$ cat config.mk
export PLATFORM = sky130hd
export DESIGN_NAME = parallel_to_serial
export DESIGN_NICKNAME = d
export VERILOG_FILES = /design/src/rtl/parallel_to_serial.sv
export SDC_FILE = /design/constraint.sdc
export NUM_CORES = 1
export LEC_CHECK = 0
export ABC_CLOCK_PERIOD_IN_PS = 3400
export BUFFER_PORTS_ARGS = -buffer_cell sky130_fd_sc_hd__clkbuf_2
export CORE_MARGIN = 2
export CORE_UTILIZATION = 54
export CTS_CLUSTER_DIAMETER = 100
export DETAILED_ROUTE_END_ITERATION = 16
export GPL_TIMING_DRIVEN = 0
export PLACE_DENSITY = 0.88
export SLEW_MARGIN = 20
export SYNTH_ARGS = -nofsm -noshare
export SYNTH_HDL_FRONTEND = slang
export SYNTH_SLANG_ARGS = --single-unit
$ cat constraint.sdc
create_clock -name clk -period 3.4 [get_ports clk]
set_clock_uncertainty 0.05 [all_clocks]
set_input_delay 0.17 -clock clk [delete_from_list [all_inputs] [get_ports clk]]
set_output_delay 0.17 -clock clk [all_outputs]
set_load 0.01 [all_outputs]
$ cat src/rtl/parallel_to_serial.sv
// parallel_to_serial
//   Parallel-load, serial-out transmitter. A WIDTH-bit word is accepted through
//   a load/in_ready handshake and shifted out one bit per clock on out_s, with
//   frame high for exactly the bit periods of each word. Back-to-back words are
//   sent with no gap when the next load arrives during the last bit period.
//
// Parameters
//   WIDTH     word width in bits (>= 2)
//   MSB_FIRST 0: bit 0 goes out first, 1: bit WIDTH-1 goes out first
//
// Ports
//   clk       rising-edge clock
//   rst_n     asynchronous active-low reset
//   load      transmit request, taken when in_ready is high
//   data_in   word to transmit, sampled only on the accept edge
//   in_ready  combinational: a load on the next edge will be accepted
//   out_s     registered serial data
//   frame     registered: out_s carries a valid bit
//   done      registered one-cycle pulse after a word with no successor
//   overrun   registered sticky flag: load seen while in_ready was low
module parallel_to_serial #(
  parameter int WIDTH     = 8,
  parameter bit MSB_FIRST = 1'b0
) (
  input  logic             clk,
  input  logic             rst_n,
  input  logic             load,
  input  logic [WIDTH-1:0] data_in,
  output logic             in_ready,
  output logic             out_s,
  output logic             frame,
  output logic             done,
  output logic             overrun
);

  localparam int CW = (WIDTH > 2) ? $clog2(WIDTH) : 1;
  localparam logic [CW-1:0] LAST = CW'(WIDTH - 1);

  typedef enum logic {IDLE, SHIFT} state_t;

  state_t           state, state_d;
  logic [WIDTH-1:0] shreg, shreg_d;
  logic [CW-1:0]    cnt, cnt_d;
  logic             out_d, frame_d, done_d, overrun_d;
  logic             accept;

  always_ff @(posedge clk or negedge rst_n) begin
    if (!rst_n) begin
      state   <= IDLE;
      shreg   <= '0;
      cnt     <= '0;
      out_s   <= 1'b0;
      frame   <= 1'b0;
      done    <= 1'b0;
      overrun <= 1'b0;
    end else begin
      state   <= state_d;
      shreg   <= shreg_d;
      cnt     <= cnt_d;
      out_s   <= out_d;
      frame   <= frame_d;
      done    <= done_d;
      overrun <= overrun_d;
    end
  end

  always_comb begin
    in_ready  = (state == IDLE) || ((state == SHIFT) && (cnt == LAST));
    accept    = load & in_ready;
    state_d   = state;
    shreg_d   = shreg;
    cnt_d     = cnt;
    out_d     = out_s;
    frame_d   = frame;
    done_d    = 1'b0;
    overrun_d = overrun | (load & ~in_ready);

    if (accept) begin
      // The first bit goes straight to out_s; shreg keeps the rest with the
      // next bit already sitting at the output end.
      if (MSB_FIRST) begin
        out_d   = data_in[WIDTH-1];
        shreg_d = data_in << 1;
      end else begin
        out_d   = data_in[0];
        shreg_d = data_in >> 1;
      end
      cnt_d   = '0;
      frame_d = 1'b1;
      state_d = SHIFT;
    end else begin
      unique case (state)
        IDLE: begin
          out_d   = 1'b0;
          frame_d = 1'b0;
        end
        SHIFT: begin
          if (cnt == LAST) begin
            out_d   = 1'b0;
            frame_d = 1'b0;
            done_d  = 1'b1;
            state_d = IDLE;
          end else begin
            if (MSB_FIRST) begin
              out_d   = shreg[WIDTH-1];
              shreg_d = shreg << 1;
            end else begin
              out_d   = shreg[0];
              shreg_d = shreg >> 1;
            end
            cnt_d = cnt + CW'(1);
          end
        end
        default: state_d = IDLE;
      endcase
    end
  end

endmodule
==> impl_metrics.csv <==
group,metric,value,unit
routing,route.layer.met1.wl,465,µm
setup_path,cell_repeated_most_along_the_worst_path,"ha_1",
pwr,power_per_cell_area,737,nW/µm²
cts,max-clock-path-buffers,2,
synth,top_cell_type_by_total_area_after_synthesis,"dfrtp_1",
floorplanning,ports,16,
cts,htreeDepth,1,
sta,totalNegativeSetupSlack,0,ns
placement,dpl.hpwl,756,µm
sta,report.final.slew_viol_count,0,
synth,synth.area.top_cells,"dfrtp_1 (52%), mux2_2 (20%), mux2_4 (4.2%)",
global_routing,grt.total_usage,15.9,%
worst_hold_path,hold_path_end,"out_s$_DFF_PN0_",
finish,diodes,0,
sta,worst-slew-pin-transition,0.373,ns
synth,synth.cell_area,716,µm²
global_routing,grt_antenna_before_repair,0,
routing,router_iterations_before_antenna_repair,2,
cts,clock_insertion_delay_worst_skew,0.27,ns
global_routing,vias_in_the_first_global_route,365,
routing,detail_route.iter0.violations,1,
routing,top_layer_used,"met3",
setup_path,worst_ep_required_time,3.18,ns
sta,rsz0062_at_grt,"no",
floorplanning,placementRows,13,
routing,dr_wl_met3,55,µm
pwr,leakagePower,0.431,nW
routing,wl_met2,482,µm
routing,final_antenna_net_count,0,
finish,multiInputGateArea,299,µm²
setup_path,r2r.worst_path.cells,6,
worst_hold_path,min_from,"data_in[0]",
routing,wirelength,1.00,mm
setup_path,reg2reg_setup_slack,1.71,ns
cts,root_buffer,"clkbuf_4",
placement,placed_cell_area,805,µm²
setup_path,criticalPathCategory,"reg -> out",
worst_hold_path,timing.hold.worst_path_depth,3,
sta,final-hold-violation-count,0,
pwr,p_total,0.000619,W
synth,seq_area_frac_synth,52.4,%
synth,postSynthRegisterBits,15,
routing,vias_per_cell,5.18,
setup_path,worst-path-max-fanout,10,
global_routing,grt_pass1_wl,1.64,mm
setup_path,cp-start-kind,"register",
sta,maxSlewHeadroom,75.1,%
cts,clock_slew_seen_by_the_registers_of_the_worst_setup_and_hold_paths,0.08,ns
job,maxCapViolations,0,
cts,clock_sinks,15,
worst_hold_path,hp-class,"in -> reg",
synth,syn-instance-count,49,
synth,synthesis.nets,62,
global_routing,grt_max_degree,16,
placement,place.gp.congestion,0.625,
placement,number_of_placed_instances_with_taps_included,78,
setup_path,worst_ep_arrival_time,1.64,ns
finish,final_common_cell,"dfrtp_1",
status,outcome,"finished, final reports clean",
finish,layout-area-overhead-vs-synth,17.5,%
setup_path,reg2reg_from,"cnt[0]$_DFFE_PN0P_",
finish,filler_cell_count,99,
placement,place_worst_setup_slack,1.70,ns
sta,setup_ws,1.54,ns
finish,register_area,375,µm²
floorplanning,coreArea,1270,µm²
finish,design.final.nets,82,
finish,layout-drive-gt1-share,54.4,%
floorplanning,dieArea,1630,µm²
floorplanning,chipHeight,40.4,µm
floorplanning,floorplan.initialDensity,56.4,%
sta,min_period_over_period,54.8,%
sta,clock.fmax,0.537,GHz
setup_path,worst_path_max_delay_cell,"dfrtp_1",
routing,vias,430,
synth,synth.lib_cells_used.distinct,17,
setup_path,critical-path-max-stage-delay,0.41,ns
synth,synth-warning-count,0,
cts,cts_made_buffers,3,
finish,post_layout_nonfiller_instances,83,
synth,synthesized_area_divided_by_synthesized_cell_count,14.6,µm²
synth,yosysTopAreaCellShare,52.4,%
global_routing,gr-total-overflow,0,
pwr,irDropWorstVdd,0.000523,V
finish,finalInstanceArea,841,µm²
setup_path,worst_r2r_endpoint,"shreg[5]$_DFFE_PN0P_",
routing,routedWlPerCell,12.1,µm
finish,mostFrequentLayoutCells,"dfrtp_1 (15), clkbuf_2 (14), mux2_2 (13)",
setup_path,critical_path.endpoint_type,"output pin",
routing,drc,0,
placement,numPortBuffers,14,
floorplanning,die_wd,40.4,µm
sta,setup-violations-final,0,
cts,cts_tree,"yes",
setup_path,worstPathCellList,"ha_1, ha_1, nor2b_4, inv_2, buf_6, clkbuf_2",
sta,fin_crit,1.86,ns
## per-layer routing
metal,track usage (%),vias to the layer above
li1,-,206
met1,21.5,211
met2,22.6,13
met3,6.67,0
met4,5.00,0
met5,0,-
## final cells by class
| type | instances | area share, % |
|---|---|---|
| plain buffers | 3 | 4.46 |
| clock buffers | 4 | 3.13 |
| inverters | 1 | 0.446 |
| multi-input cells | 30 | 35.6 |
| flip-flops and latches | 15 | 44.6 |
| well taps | 15 | 2.23 |
| repair buffers | 15 | 9.52 |
## kinds of logic (layout without fill, tap and decap cells)
family	Yosys count	count (layout)	synth area share (%)
AO/OA/AOI/OAI	2	2	1.75
adder cells (fa/ha/maj)	2	2	3.50
buffers and inverters	4	23	5.77
flip-flops	15	15	52.4
multiplexers	17	17	27.4
AND/OR/NAND/NOR	9	9	9.09
## synthesized netlist by cell type
master and number:
buf_8 1, and3b_1 1, nand3b_1 1, dfrtp_1 15, mux2i_1 2, nand2b_1 2
nor2b_4 1, ha_1 2, mux2_2 13, nor2_1 1, buf_6 2, a21o_1 1
nand2_1 1, o21ai_0 1, mux2_4 2, and2b_1 2, inv_2 1
## critical path: cells and delay by family (launching register included)
family	cells	cell delay, ns
flops	1	0.41
buf+inv	3	0.35
fa+ha+maj	2	0.43
simple gates	1	0.19
## registers in the layout, summed over array words and instances, names as in the netlist
signal   cells
overrun      1
frame        1
cnt          3
done         1
state        1
shreg        7
out_s        1
## worst max path at each step
stage / start / to / slack [ns] / cells past startpoint
2_1_floorplan: cnt[0]$_DFFE_PN0P_ / shreg[5]$_DFFE_PN0P_ / 1.82 / 6
3_3_place_gp: cnt[0]$_DFFE_PN0P_ / shreg[5]$_DFFE_PN0P_ / 1.74 / 6
3_5_place_dp: cnt[0]$_DFFE_PN0P_ / shreg[5]$_DFFE_PN0P_ / 1.70 / 6
4_1_cts: cnt[0]$_DFFE_PN0P_ / in_ready / 1.51 / 6
5_1_grt: cnt[0]$_DFFE_PN0P_ / in_ready / 1.44 / 6
6_report: cnt[0]$_DFFE_PN0P_ / in_ready / 1.54 / 6
## through the flow
step | hold WS, ns | util, %
floorplan | -0.176 | -
global placement | 0.0486 | 63.4
detailed placement | 0.0476 | 63.4
CTS | 0.0687 | 66.3
global route | 0.107 | 66.3
finish | 0.0767 | 66.3
## power breakdown
part	switching, W	internal (W)	total (W)
logic	0.0000992	0.000148	0.000247
registers	0.0000313	0.000244	0.000275
clock network	0.0000520	0.0000454	0.0000974
## repair_timing
action | in CTS | in global routing
hold buffers | 1 | 0
hold endpoints to repair | 15 | 0
gates resized for setup | 0 | 0
setup buffers | 0 | 0
(Power assumes the default switching activity.)
